<file path="config.mk">
export PLATFORM = sky130hd
export DESIGN_NAME = riscv_formal_monitor_rv32imc
export DESIGN_NICKNAME = d
export VERILOG_FILES = /design/src/rtl/riscv_formal_monitor_rv32imc.sv
export SDC_FILE = /design/constraint.sdc
export NUM_CORES = 2
export LEC_CHECK = 0
export BUFFER_PORTS_ARGS = -buffer_cell sky130_fd_sc_hd__buf_2
export CAP_MARGIN = 40
export CORE_MARGIN = 4
export CORE_UTILIZATION = 35
export CTS_BUF_LIST = sky130_fd_sc_hd__clkbuf_8 sky130_fd_sc_hd__clkbuf_16
export DETAILED_ROUTE_END_ITERATION = 8
export PLACE_DENSITY = 0.51
export SYNTH_ARGS = -nofsm -noshare
export SYNTH_HDL_FRONTEND = slang
export SYNTH_SLANG_ARGS = --single-unit
</file>
<file path="constraint.sdc">
create_clock -name clock -period 4.71 [get_ports clock]
set_input_delay 0.471 -clock clock [delete_from_list [all_inputs] [get_ports clock]]
set_output_delay 0.471 -clock clock [all_outputs]
set_load 0.02 [all_outputs]
</file>
<file path="src/rtl/riscv_formal_monitor_rv32imc.sv">
// RVFI retirement checker for a single-issue RV32IMC core: tracks order, next PC
// and a shadow register file, and latches the first detected violation code.
module riscv_formal_monitor_rv32imc (
  input  logic        clock,
  input  logic        reset,
  input  logic        rvfi_valid,
  input  logic [63:0] rvfi_order,
  input  logic [31:0] rvfi_insn,
  input  logic        rvfi_trap,
  input  logic        rvfi_halt,
  input  logic        rvfi_intr,
  input  logic [1:0]  rvfi_mode,
  input  logic [4:0]  rvfi_rs1_addr,
  input  logic [4:0]  rvfi_rs2_addr,
  input  logic [31:0] rvfi_rs1_rdata,
  input  logic [31:0] rvfi_rs2_rdata,
  input  logic [4:0]  rvfi_rd_addr,
  input  logic [31:0] rvfi_rd_wdata,
  input  logic [31:0] rvfi_pc_rdata,
  input  logic [31:0] rvfi_pc_wdata,
  input  logic [31:0] rvfi_mem_addr,
  input  logic [3:0]  rvfi_mem_rmask,
  input  logic [3:0]  rvfi_mem_wmask,
  input  logic [31:0] rvfi_mem_rdata,
  input  logic [31:0] rvfi_mem_wdata,
  input  logic        rvfi_mem_extamo,
  output logic [15:0] errcode
);

  logic [63:0] expected_order;
  logic [31:0] next_pc;
  logic        pc_known;
  logic        halted;
  logic [31:0] shadow [1:31];
  logic [31:1] shadow_valid;

  logic [13:1] chk;
  logic [15:0] first_code;

  // Fields that carry no checkable property in this monitor.
  logic unused_inputs;
  assign unused_inputs = ^{rvfi_insn[15:2], rvfi_mem_rdata, rvfi_mem_wdata};

  function automatic logic mask_legal(input logic [3:0] m);
    case (m)
      4'b0001, 4'b0010, 4'b0100, 4'b1000,
      4'b0011, 4'b1100, 4'b1111: mask_legal = 1'b1;
      default:                   mask_legal = 1'b0;
    endcase
  endfunction

  always_comb begin
    chk = '0;
    chk[1] = (rvfi_order != expected_order);
    chk[2] = pc_known && (rvfi_pc_rdata != next_pc);
    // Shadow reads see the pre-update contents, so rd==rs in one record checks the old value.
    if (rvfi_rs1_addr != 5'd0) begin
      if (shadow_valid[rvfi_rs1_addr])
        chk[3] = (rvfi_rs1_rdata != shadow[rvfi_rs1_addr]);
    end
    if (rvfi_rs2_addr != 5'd0) begin
      if (shadow_valid[rvfi_rs2_addr])
        chk[4] = (rvfi_rs2_rdata != shadow[rvfi_rs2_addr]);
    end
    chk[5]  = ((rvfi_rs1_addr == 5'd0) && (rvfi_rs1_rdata != '0)) ||
              ((rvfi_rs2_addr == 5'd0) && (rvfi_rs2_rdata != '0));
    chk[6]  = (rvfi_rd_addr == 5'd0) && (rvfi_rd_wdata != '0);
    chk[7]  = (rvfi_mem_rmask != '0) && (rvfi_mem_wmask != '0);
    chk[8]  = ((rvfi_mem_rmask != '0) && !mask_legal(rvfi_mem_rmask)) ||
              ((rvfi_mem_wmask != '0) && !mask_legal(rvfi_mem_wmask));
    chk[9]  = ((rvfi_mem_rmask != '0) || (rvfi_mem_wmask != '0)) &&
              (rvfi_mem_addr[1:0] != 2'b00);
    chk[10] = rvfi_pc_rdata[0] || rvfi_pc_wdata[0];
    chk[11] = (rvfi_insn[1:0] != 2'b11) && (rvfi_insn[31:16] != '0);
    chk[12] = rvfi_trap || rvfi_intr || rvfi_mem_extamo || (rvfi_mode != 2'b00);
    chk[13] = halted;

    // Scan downwards so the lowest firing code is the one left standing.
    first_code = '0;
    for (int unsigned i = 13; i >= 1; i--) begin
      if (chk[i]) first_code = 16'(i);
    end
  end

  always_ff @(posedge clock) begin
    if (reset) begin
      errcode        <= '0;
      expected_order <= '0;
      next_pc        <= '0;
      pc_known       <= 1'b0;
      halted         <= 1'b0;
      shadow_valid   <= '0;
    end else if (rvfi_valid) begin
      if ((errcode == '0) && (first_code != '0))
        errcode <= first_code;
      expected_order <= rvfi_order + 64'd1;
      next_pc        <= rvfi_pc_wdata;
      pc_known       <= 1'b1;
      halted         <= halted | rvfi_halt;
      if (rvfi_rd_addr != 5'd0)
        shadow_valid[rvfi_rd_addr] <= 1'b1;
    end
  end

  always_ff @(posedge clock) begin
    if (!reset && rvfi_valid && (rvfi_rd_addr != 5'd0))
      shadow[rvfi_rd_addr] <= rvfi_rd_wdata;
  end

endmodule

</file>
## Word-level counts from Yosys, hierarchy flattened

Memories as Yosys holds them, arrays and structs flattened.
Index checks and enable logic that the tools add are counted.

- Add/subtract/negate cells: 1
- Order comparisons: 4
- Equal/unequal tests: 19
- Mux-type cells: 27
- Bitwise gates (word level): 2
- Reduce and logical (&&, ||, !) cells: 43

Operators by type and width:

| cell | count |
|---|---|
| 2-to-1 mux 16 bit | 12 |
| inequality test 32 bit | 3 |
| nonzero test 32 bit | 3 |
| adder 64 x 1 -> 64 bit (second input constant) | 1 |
| inequality test 64 bit | 1 |
| nonzero test 16 bit | 2 |
| OR 31 bit | 1 |
| == test 4 bit (second input constant) | 6 |
| < comparator 5 x 6 -> 1 bit (second input constant) | 3 |
| == test 4 x 2 -> 1 bit (second input constant) | 4 |
| logical NOT 16 bit | 1 |
| logical NOT 5 bit | 3 |
| nonzero test 5 bit | 3 |
| OR reduction 7 bit | 2 |
| logical AND 1 bit | 13 |
| 2-to-1 mux 1 bit | 11 |
| binary-select mux 1 bit (select 5 bit) | 2 |
| == test 4 x 1 -> 1 bit (second input constant) | 2 |
| == test 4 x 3 -> 1 bit (second input constant) | 2 |
| nonzero test 4 bit | 2 |
| logical OR 1 bit | 7 |
| demux 1 bit (select 5 bit) | 1 |
| >= comparator 5 x 1 -> 1 bit (second input constant) | 1 |
| 2-to-1 mux 4 bit | 1 |
| 5 further kinds | 9 |

- Register bits: 145
- Memory bits (writable): 992
- Input port bits: 384
- Output and inout bits: 16
- Memories: 1

Memories:

| name | words | width | read ports | clocked after memory_dff | write ports | RTL line | RTL |
|---|---|---|---|---|---|---|---|
| shadow | 31 | 32 | 2 | 0 | 1 | 34 | `logic [31:0] shadow [1:31];` |

## Depth between registers and ports, before layout

- Word-level depth: 18
- Depth in mapped cells: 17

## Worst setup path before layout

Ideal clock, no wire load.

- Path type: input to register
- Start point: input port rvfi_valid
- End point: memory shadow[16][0], enable pin
- Setup time: 0.464 ns
- Arrival time: 3.785 ns
- Slack: 0.462 ns
- Cell stages on the path: 4
- Cells stage by stage: clkbuf_1 > nand2_1 > or4b_2 > nor3_1

- Longest elaborated chain between the ends: 4

Ends and longest elaborated chain:

| item | RTL line | RTL |
|---|---|---|
| start, declared | 6 | `input logic rvfi_valid,` |
| logical AND 1 bit (2 in series) | 106 | `if (!reset && rvfi_valid && (rvfi_rd_addr != 5'd0))` |
| 2-to-1 mux 1 bit | 106 |  |
| 2-to-1 mux 1 bit (implied by the code) | 107 | `shadow[rvfi_rd_addr] <= rvfi_rd_wdata;` |
| end, declared | 34 |  |

Every way passes these cells.

## Worst setup path in the final report

- Start point: input port rvfi_rs1_addr[1]
- End point: register errcode[3]

- Longest elaborated chain between the ends: 11
- Elaborated cells on any way between the ends: 18
- Those cells by class: eq/ne: 1; mux: 9; reduce/logical: 7; memory: 1

Ends and longest elaborated chain:

| item | RTL line | RTL |
|---|---|---|
| start, declared | 13 | `input logic [4:0] rvfi_rs1_addr,` |
| branches (longest 5 deep; another with memory (31 x 32 bit)) | n/a |  |
| 2-to-1 mux 16 bit (*) (3 in series) | 81 | `if (chk[i]) first_code = 16'(i);` |
| nonzero test 16 bit | 94 | `if ((errcode == '0) && (first_code != '0))` |
| logical AND 1 bit | 94 |  |
| AND reduction 2 bit (no line) | n/a |  |
| end signal, assigned | 95 | `errcode <= first_code;` |
| end, declared | 27 | `output logic [15:0] errcode` |

Mark *: on every way between the ends. The select of a mux whose other input is x is not followed.
A chain may end at the register's enable or synchronous reset.

==> run metrics <==
Hold Path Depth 3; most used flip-flop cell after synthesis edfxtp_1; Post-Synth Adder-Cell Area 0.000228; Setup Viol. Count Final 0; mux share of post-synthesis cell area 0.215; CTS sink cnt 1125; Row Count about 150; CTS buffer count 134; post-DP HPWL 152 mm; Crit. End Element register; Final ANT Viol Nets 0; clk slew on worst S/H paths around 0.06 ns; CTS resizes 0; synthesis-stage register bit count 1125; # nets final 4514; vias in the first global route between 30000 and 40000; CP arrival 4.90 ns; Fmax 238 MHz; root buffer selected by CTS clkbuf_16; detailed-router iteration count before antenna repair 6; pre-CTS WS -0.195 ns; Max Slew Vio Count 0; maximum vdd drop ~0.35 mV; per-cell routed wire length roughly 35 um; sequential share of the synthesized area 0.590; EDFF count, synth a little under 1000; post-synthesis simple-gate area fraction 0.0666; number of antenna violations at the first check in global routing 26; Setup Crit Path Kind in2reg; met2 Track Usage GR 0.401; HP Class in2reg; pin count of the biggest net entering global routing 74; Final Cycle Share 0.893; leakage 0.0225 uW; met1 Use GR 0.364; post-route setup slack 0.502 ns; cell area after layout 65300 sq um; Power Density 359 nW/um^2; register-to-register path setup slack about 0.7 ns; xor/xnor share of the synthesized area 0.0323; clk_lat worst skew around 0.76 ns; Ports 400; DRT iter0 DRCs ~5200; Critical Path Start Type input pin; Util after Layout 0.418; layout cells sized above 1 0.279; Die Height roughly 400 um; # DRC 0; normalized max-slew margin 0.371; worst slew pin tran roughly 0.94 ns; number of library cell types mapped by synthesis slightly below 90; Crit Path Max Fanout 24; # fillers 14200; mapped cell area 55000 sq um; Placed Area a little over 60000 sq um; count of final hold-check violations 0; vias per cell 6.12; Clock Skews 0.0320 ns; GR Layer Usage met3 0.0757; CTS Buffer Depth 3; GRT overflow 0; Async SR Flop Fraction 0; area grow syn2layout 18.7%; yosys warns 0; Mapped Cells 3619; max cap viols 0; unrepaired setup endpoints after global routing false; vias about 39000; WP data required ~5.4 ns; clock tree from TritonCTS done; input/output buffers 279; status finished clean; gpl congestion roughly 1; worst r2r path cells 13; Die Span X between 400 and 500 um; post-synthesis compound-gate area fraction 0.0699; min cycle time layout roughly 4.2 ns; largest family of logic cells by synthesized area multiplexers; total global-route track usage 0.264; most crowded layer after global routing met2; CTS H-tree lvls 4; Starting Density 0.352; first-pass GRT wire length 300 mm; core box area between 150000 and 200000 sq um; WL final approximately 220 mm; die footprint about 160000 sq um; Synth Area per Inst between 15 and 20 sq um
final timing paths:
check,from,to
worst min-delay path,rvfi_order[23],expected_order[23]
worst min register to register,pc_known,pc_known
worst max register to register,shadow[29][18],errcode[3]
worst max-delay path,rvfi_rs1_addr[1],errcode[3]
cells by family (layout without fill, tap and decap cells):
logic type / count (synthesis) / after routing
simple gates: 746 / 746
fa+ha+maj: 1 / 1
buf+inv: 265 / 863
flops: 1125 / 1125
mux: 731 / 731
xor+xnor: 203 / 203
compound gates: 547 / 547
other cells: 1 / 24
metal layers:
layer,up-vias,wire length [um]
li1,15700,-
met1,20200,89500
met2,2191,98500
met3,399,24100
met4,12,7800
met5,-,77
synthesized netlist by cell type (7+ instances only):
library cell,instances,share of area
nand2b_1,22,0.0025
nor3_1,24,0.0022
a211oi_1,88,0.012
buf_1,32,0.0022
mux2i_1,346,0.063
nand2_1,131,0.0089
a311oi_1,17,0.0027
mux4_2,356,0.15
mux2_2,22,0.0045
or3_1,27,0.0031
buf_6,23,0.0047
buf_2,58,0.0053
nor2b_1,28,0.0032
xor2_1,94,0.015
o22ai_1,52,0.0059
nand4_1,60,0.0068
o21ai_0,52,0.0047
edfxtp_1,992,0.54
a221oi_1,26,0.0041
o211ai_1,9,0.0012
nor4_1,55,0.0063
buf_4,39,0.0053
and2_1,13,0.0015
nor2_1,248,0.017
a22oi_1,97,0.013
and3_1,21,0.0024
a21o_1,32,0.0044
inv_1,12,0.00082
o2bb2ai_1,7,0.0011
nand3_1,76,0.0069
xnor2_1,109,0.017
a22o_1,12,0.0019
a21oi_1,88,0.0080
nand3b_1,8,0.0011
clkbuf_1,95,0.0065
dfxtp_1,133,0.048
sequential cells by signal (all words and copies together) (netlist names):
name and cells:
shadow_valid 31, halted 1, next_pc 32, shadow 992, errcode 4, pc_known 1, expected_order 64
critical path, cell delays in order:
cell and delay [ns]:
clkbuf_8 0.27, buf_4 0.23, nand2b_1 0.47, buf_4 0.27, o22ai_1 0.07, o21ai_1 0.21
nand4_1 0.46, xor2_1 0.29, nor4_1 0.49, nand4_1 0.19, nor3_2 0.59, buf_4 0.22
nor2_1 0.05, or3_1 0.40, o2bb2ai_1 0.15
cell usage in the layout (no fill, tap or decap), types with 60 or more instances in the layout:
master and instances:
nand3_1 76, nand4_1 60, clkbuf_16 137, buf_4 238, a22oi_1 97, buf_2 273
mux2i_1 346, edfxtp_1 992, a211oi_1 88, nand2_1 131, xnor2_1 109, xor2_1 94
mux4_2 356, a21oi_1 88, nor2_1 218, dfxtp_1 133
repair_timing:
item / 4_1_cts / 5_1_grt
setup buffers: 0 / 0
hold buffers: 45 / 0
endpoints found under the hold margin: 45 / 0
where the power goes:
group	switching (uW)	internal, uW
sequential	65.9	11000
clock	4240	5580
combinational	1620	996
area by class of cell:
cell class,count,area [sq um],area share
diodes,12,30.0,0.000460
inverters,16,60.1,0.000920
well taps,2058,2570,0.0394
multi-input cells,2240,21400,0.328
clock buffers,140,3470,0.0531
flip-flops and latches,1125,32500,0.497
clock inverters,95,607,0.00929
repair buffers,612,4690,0.0718
through the flow:
step / setup TNS, ns / power [uW] / instances / hold WS, ns
global placement: -0.344 / 13800 / 5990 / 0.442
global route: 0 / 24200 / 6289 / 0.0293
floorplan: 0 / 12600 / 3630 / 0.428
detailed placement: -0.385 / 13800 / 6006 / 0.452
CTS: 0 / 23600 / 6286 / 0.00297
finish: 0 / 23500 / 6298 / 0.0531
Power figures use the tool's default switching activity.
